[config.mk]
export PLATFORM = sky130hd
export DESIGN_NAME = bin2bcd_seq
export DESIGN_NICKNAME = d
export VERILOG_FILES = /design/src/rtl/bcd_pkg.sv /design/src/rtl/bcd_digit_adj.sv /design/src/rtl/bin2bcd_seq.sv
export SDC_FILE = /design/constraint.sdc
export NUM_CORES = 1
export LEC_CHECK = 0
export CORE_ASPECT_RATIO = 0.6
export CORE_MARGIN = 8
export CORE_UTILIZATION = 59
export DETAILED_ROUTE_END_ITERATION = 10
export PLACE_DENSITY_LB_ADDON = 0.08
export SETUP_SLACK_MARGIN = 0.2
export SLEW_MARGIN = 20
export SYNTH_ARGS = -nofsm -noshare
export SYNTH_HDL_FRONTEND = slang
export SYNTH_SLANG_ARGS = --single-unit
[constraint.sdc]
create_clock -name clk -period 3.9 [get_ports clk]
set_input_delay 0.78 -clock clk [delete_from_list [all_inputs] [get_ports clk]]
set_output_delay 0.78 -clock clk [all_outputs]
set_load 0.1 [all_outputs]
[src/rtl/bcd_pkg.sv]
// Shared types and constants for the sequential binary-to-BCD converter.
// Holds the FSM state type, the BCD digit width and the 10^N-1 helper that
// sizes the saturation limit (used only when BIN2BCD_SAT_EN is defined).
package bcd_pkg;

  // Width of one packed BCD digit.
  localparam int BCD_DIGIT_W = 4;

  // Converter control states.
  typedef enum logic [1:0] {
    IDLE  = 2'd0,
    SHIFT = 2'd1,
    DONE  = 2'd2
  } state_t;

  // Largest value representable in 'digits' decimal digits (10^digits - 1).
  // It is evaluated at elaboration time to build the saturation limit.
  function automatic logic [63:0] bcd_max_value(input int digits);
    logic [63:0] acc;
    acc = 64'd1;
    for (int i = 0; i < digits; i++) begin
      acc = acc * 64'd10;
    end
    return acc - 64'd1;
  endfunction

endpackage

[src/rtl/bcd_digit_adj.sv]
// One BCD digit correction stage for shift-and-add-3 conversion.
// A digit of 5 or more gets +3 so that the following left shift carries
// correctly into the next decimal digit.
module bcd_digit_adj
  import bcd_pkg::*;
(
  input  logic [BCD_DIGIT_W-1:0] i_digit,
  output logic [BCD_DIGIT_W-1:0] o_digit
);

  // Add 3 when the digit would become 10 or more after doubling.
  always_comb begin
    o_digit = i_digit;
    if (i_digit >= BCD_DIGIT_W'(5)) begin
      o_digit = i_digit + BCD_DIGIT_W'(3);
    end
  end

endmodule

[src/rtl/bin2bcd_seq.sv]
// Sequential binary-to-packed-BCD converter (shift-and-add-3, one bit/clock).
// Converts a BIN_W-bit unsigned value into DIGITS packed BCD digits using a
// start/busy/done handshake. The result register only changes when a
// conversion completes or on reset, so a downstream display never sees
// intermediate values.
// Optional feature: define BIN2BCD_SAT_EN to saturate the result to all
// nines (and raise overflow) when the captured value exceeds 10^DIGITS-1.
// Without it, the result is valor_bin mod 10^DIGITS and overflow stays 0.
module bin2bcd_seq
  import bcd_pkg::*;
#(
  parameter int BIN_W  = 20,
  parameter int DIGITS = 6
)
(
  input  logic                          clk,
  input  logic                          reset,
  input  logic                          start,
  input  logic [BIN_W-1:0]              valor_bin,
  output logic                          busy,
  output logic                          done,
  output logic [BCD_DIGIT_W*DIGITS-1:0] bcd,
  output logic                          overflow
);

  localparam int BCD_W = BCD_DIGIT_W * DIGITS;
  localparam int CNT_W = $clog2(BIN_W + 1);
  // Counter value during the final shift iteration.
  localparam logic [CNT_W-1:0] LAST_ITER = CNT_W'(BIN_W - 1);

  state_t             r_state;
  logic [BIN_W-1:0]   r_shift;
  logic [BCD_W-1:0]   r_scratch;
  logic [CNT_W-1:0]   r_cnt;
  logic [BCD_W-1:0]   r_bcd;
  logic               r_busy;
  logic               r_done;

  logic [BCD_W-1:0]   w_adj;
  logic [BCD_W-1:0]   w_scratch_next;
  logic [BIN_W-1:0]   w_shift_next;
  logic               w_carry_out;
  logic               w_last;
  logic [BCD_W-1:0]   w_result;

  // Per-digit add-3 correction on the scratch register.
  generate
    for (genvar gi = 0; gi < DIGITS; gi++) begin : g_adj
      bcd_digit_adj u_adj (
        .i_digit (r_scratch[gi*BCD_DIGIT_W +: BCD_DIGIT_W]),
        .o_digit (w_adj[gi*BCD_DIGIT_W +: BCD_DIGIT_W])
      );
    end
  endgenerate

  // {scratch, shift} shifted left by one, binary MSB entering the units digit.
  // The bit leaving the top digit is dropped from the result, which makes the
  // result valor_bin mod 10^DIGITS. It is recycled into the vacated LSB of the
  // shift register; those low bits are never read after the last iteration.
  assign {w_carry_out, w_scratch_next} = {w_adj, r_shift[BIN_W-1]};
  assign w_shift_next = {r_shift[BIN_W-2:0], w_carry_out};
  assign w_last       = (r_cnt == LAST_ITER);

`ifdef BIN2BCD_SAT_EN
  localparam logic [63:0] MAX_VAL = bcd_max_value(DIGITS);

  logic r_ovf_pend;
  logic r_ovf;

  // Saturate to all nines when the captured value did not fit.
  assign w_result = r_ovf_pend ? {DIGITS{4'h9}} : w_scratch_next;
  assign overflow = r_ovf;
`else
  assign w_result = w_scratch_next;
  assign overflow = 1'b0;
`endif

  // Control FSM: capture in IDLE, one shift-and-add-3 step per SHIFT cycle,
  // and a one-cycle DONE. The result register is loaded on the edge that
  // enters DONE so that the new value and the done pulse are both visible
  // during the DONE cycle.
  always_ff @(posedge clk) begin
    if (reset) begin
      r_state   <= IDLE;
      r_shift   <= '0;
      r_scratch <= '0;
      r_cnt     <= '0;
      r_bcd     <= '0;
      r_busy    <= 1'b0;
      r_done    <= 1'b0;
`ifdef BIN2BCD_SAT_EN
      r_ovf_pend <= 1'b0;
      r_ovf      <= 1'b0;
`endif
    end else begin
      r_done <= 1'b0;
      case (r_state)
        IDLE: begin
          if (start) begin
            r_shift   <= valor_bin;
            r_scratch <= '0;
            r_cnt     <= '0;
            r_busy    <= 1'b1;
            r_state   <= SHIFT;
`ifdef BIN2BCD_SAT_EN
            r_ovf_pend <= (64'(valor_bin) > MAX_VAL);
`endif
          end
        end
        SHIFT: begin
          r_scratch <= w_scratch_next;
          r_shift   <= w_shift_next;
          r_cnt     <= r_cnt + CNT_W'(1);
          if (w_last) begin
            r_state <= DONE;
            r_busy  <= 1'b0;
            r_done  <= 1'b1;
            r_bcd   <= w_result;
`ifdef BIN2BCD_SAT_EN
            r_ovf   <= r_ovf_pend;
`endif
          end
        end
        DONE: begin
          // start is deliberately not sampled here; it is not queued.
          r_state <= IDLE;
        end
        default: begin
          r_state <= IDLE;
        end
      endcase
    end
  end

  assign busy = r_busy;
  assign done = r_done;
  assign bcd  = r_bcd;

endmodule

Word level (Yosys, flattened, before mapping) --
Cells that the tools add are included.
Operators by class: add/subtract/negate cells 7, equal/unequal tests 4, $lt $le $gt $ge 6, reductions and logical operators 7, bitwise operators 1, muxes and demuxes 19
Operators by type and width (number):
- 24-bit case mux with 2 select lines | 1
- 20-bit case mux with 2 select lines | 1
- 4-bit by 2-bit adder with 4-bit output, second input constant | 6
- 4-bit by 3-bit >= comparator with 1-bit output, second input constant | 6
- 24-bit 2-to-1 mux | 1
- 4-bit 2-to-1 mux | 6
- 20-bit 2-to-1 mux | 1
- 5-bit case mux with 2 select lines | 1
- 2-bit AND reduction | 3
- 5-bit by 1-bit adder with 5-bit output, second input constant | 1
- 5-bit == test, second input constant | 1
- 5-bit 2-to-1 mux | 1
- 2-bit 2-to-1 mux | 2
- 2-bit != test, second input constant | 2
- 2-bit case mux with 2 select lines | 1
- 1-bit 2-to-1 mux | 3
- 3-bit AND reduction | 1
- 2-bit by 1-bit == test with 1-bit output, second input constant | 1
- 2-bit logical NOT | 1
- 1-bit case mux with 2 select lines | 1
- 2-bit nonzero test | 1
- 2-bit OR reduction | 1
- 1-bit NOT | 1
Storage, ports and cells: bits of input ports 23, output and inout bits 27, register bits 77, word-level logic and storage cells 51

Longest topological paths before layout --
word-level depth 3, depth in mapped cells 7, gate-level depth less buffers 6

Modules after synthesis --
From an unflattened synthesis, not the netlist that was laid out.
Unflattened totals: cells, all modules 435, area, all modules 3603.5 sq um
By module, submodules not included:
- bin2bcd_seq | area an instance 2995.4 sq um, times used 1, cells an instance 339
- bcd_digit_adj | area an instance 101.3 sq um, times used 6, cells an instance 16

Worst setup path after synthesis --
Ideal clock, no wire load.
path type register -> output, start register r_bcd[23] (netlist: bcd[23]), end output port bcd[23], required time 3120 ps, path slack 2181 ps, arrival 939 ps, path buffers 0, stages on the path, launching flop included 1, cell sequence dfxtp_1
RTL lines:
- start: declaration | RTL line bin2bcd_seq.sv:35 | logic [BCD_W-1:0] r_bcd;
- start signal: assignment | RTL line bin2bcd_seq.sv:118 | r_bcd <= w_result;
- end: declaration | RTL line bin2bcd_seq.sv:22 | output logic [BCD_DIGIT_W*DIGITS-1:0] bcd,
No word-level cell between the ends.

Final worst setup path --
start register r_bcd[23] (netlist: bcd[23]), end output port bcd[23]
No word-level cell between the ends.

==> reports/metrics.cfg <==
[outcome]
status = finished clean

[logic_synthesis]
ys_async_sr_fraction_pct = 0
yosysUniqueCellTypes = 41
synth_cells = 419
synthesis.area_um2 = 3700
synth_fp_nets = 455
synth_top_family_by_area = simple AND/OR/NAND/NOR gates
yosys.area_share.simple_pct = 22.9
synth-adder-area-share_pct = 4.40
synth_top_area_share_pct = 41.7
synth-seq-cells = 77
syn_area_per_cell_um2 = 8.82
yosysSeqAreaShare_pct = 41.7
synth_ff_type = dfxtp_1
synth-warning-count = 0
synth.area.mux_share_pct = 1.90
synth_xor_xnor_area_share_pct = 1.42
netlist_top_cells_area = dfxtp_1 (42%), nor2_1 (7.9%), nor3b_1 (4.7%)
synth_top_area_cell = dfxtp_1
synth_edf_count = 0
synth_compound_area_share_pct = 21.7

[cts]
post-cts-setup-buffers = 0
clkLatencyLatePin_ns = 0.34
cts_resized = 0
clk_pin_slew_ns = 0.08
cts_root_buf = clkbuf_8
cts_tree = built
cts_max_path_buffers = 2
numCtsBuffers = 9
cts_num_sinks = 77
cts_hold_buf = 0
htreeDepth = 3

[worst_setup_path]
start_kind = register
critPathMaxFanout = 2
crit_required_ns = 3.12
cp_slowest_stage_delay_ns = 1.15
slowest_stage = clkdlybuf4s50_1
worst-path-buf-inv = 1
worstSetupEndpointType = primary output
cp.depth = 1
worst_r2r_path_depth = 5
critPathKind = register to primary output
crit_chain = clkdlybuf4s50_1
cp.arrival_ns = 1.86
crit_family = buffers and inverters

[min_path]
hold_depth = 2
hp-class = register to register

[power_and_ir_drop]
power.total_w = 0.00163
leakage_nw = 1.74
p_per_area_nw_per_um2 = 374
ir_drop_mv = 0.297

[final_layout]
syn_to_final_growth_pct = 18.0
drive_above_1_share_pct = 8.95
fillerInstances = 493
finalNetCount = 490
num_antenna_cells = 0
layout_commonest_cell = nor2_1
fin_area_um2 = 4360
final_cell_mix = nor2_1 (78), dfxtp_1 (77), clkdlybuf4s50_1 (47)

[route]
wirelength_mm = 8.18
drc = 0
routedWlPerCell_um = 15.1
via_per_inst = 5.71
drt_iter0_markers = 225
first_pass_iters = 5
vias = 3093
drtAntennaViolNets = 0

[floorplanning]
dieArea_um2 = 9140
core_area_um2 = 6080
initial_utilization_pct = 60.8
rows = 22
ioPinCount = 50
die_h_um = 77.3
die_w_um = 118

[place]
placed_area_um2 = 4150
dp_slack_ns = 1.28
post-dp-hpwl_mm = 5.67
place.gp.congestion = 0.823
portBuffers = 48

[sta]
finalCritPeriodShare_pct = 67.6
slew_headroom_pct = 33.7
fin_skew_ns = 0.00641
slew_viol_final = 0
layout_min_cycle_time_ns = 2.64
worst_pin_slew_ns = 0.992
fmax_mhz = 380
final.setup.tns_ns = 0
final_hold_viol_count = 0
rsz0062_at_grt = false
setup_viol = 0
setup_ws_ns = 1.26

[global_route]
grtUsageTotal_pct = 18.0
grt_first_pass_wirelength_mm = 13.9
antenna_found_initial = 0
grt_max_degree = 47
overflow = 0
grt_pass1_vias = 2978

[flow_run]
max-cap-violations = 0

stage by stage:
stage	hold slack, ns	cells	util, %
after floorplan	0.437	419	-
after global placement	0.446	527	68.2
after detailed placement	0.470	527	68.2
after CTS	0.496	542	71.7
after global routing	0.510	542	71.7
final	0.496	542	71.7
final timing paths:
path               startpoint           to  slack (ns)
setup / recovery      bcd[23]      bcd[23]        1.26
hold / removal    r_shift[16]  r_shift[16]        0.50
setup reg to reg   r_state[0]     r_cnt[3]        1.98
hold reg to reg   r_shift[16]  r_shift[16]        0.50
sequential cells by signal (all words and copies together), names as in the netlist:
name	count
done	1
r_scratch	24
bcd	24
r_shift	20
r_cnt	5
busy	1
r_state	2
routing by layer:
| layer | routed length (µm) | part of all wire [%] | global-route usage, % |
|---|---|---|---|
| met1 | 3910 | 48 | 24.0 |
| met2 | 3700 | 45 | 27.4 |
| met5 | 0 | 0 | 0 |
| met4 | 90 | 1.1 | 6.61 |
| met3 | 473 | 5.8 | 4.75 |
area by class of cell:
type	count	area, µm²	share of cell area (%)
Tap cell	84	105	2.41
Sequential cell	77	1540	35.3
Inverter	14	52.6	1.20
Timing Repair Buffer	53	513	11.8
Clock inverter	5	75.1	1.72
Multi-Input combinational cell	299	1940	44.4
Clock buffer	10	138	3.15
tightest hold or removal path, stage by stage (launching register included):
cell	delay, ns
dfxtp_1	0.31
nor2_1	0.10
nor3_1	0.04
synthesized netlist by cell type (8+ instances only):
| library cell | n |
|---|---|
| nor2_1 | 78 |
| dfxtp_1 | 77 |
| a21oi_1 | 29 |
| nor3_1 | 25 |
| nor3b_1 | 23 |
| o21ai_0 | 19 |
| a2bb2oi_1 | 18 |
| inv_1 | 14 |
| ha_1 | 13 |
| a21o_1 | 12 |
| a22o_1 | 12 |
| buf_2 | 12 |
| a211oi_2 | 10 |
| clkbuf_1 | 10 |
| nand2_1 | 9 |
| nand2b_1 | 8 |
cell families after synthesis:
group / after synthesis
other: 1
xor gates and xnor gates: 6
DFF: 77
AOI/OAI and AO/OA: 110
adders and majority gates: 13
and+or+nand+nor: 162
buffers and inverters: 43
muxes: 7
report_power, final:
group / leakage (nW) / switching [W] / internal [W]
Sequential: 0.626 / 0.0000128 / 0.000808
Clock: 0.112 / 0.000282 / 0.000371
Combinational: 1.00 / 0.0000903 / 0.0000660
(Power assumes the default switching activity.)
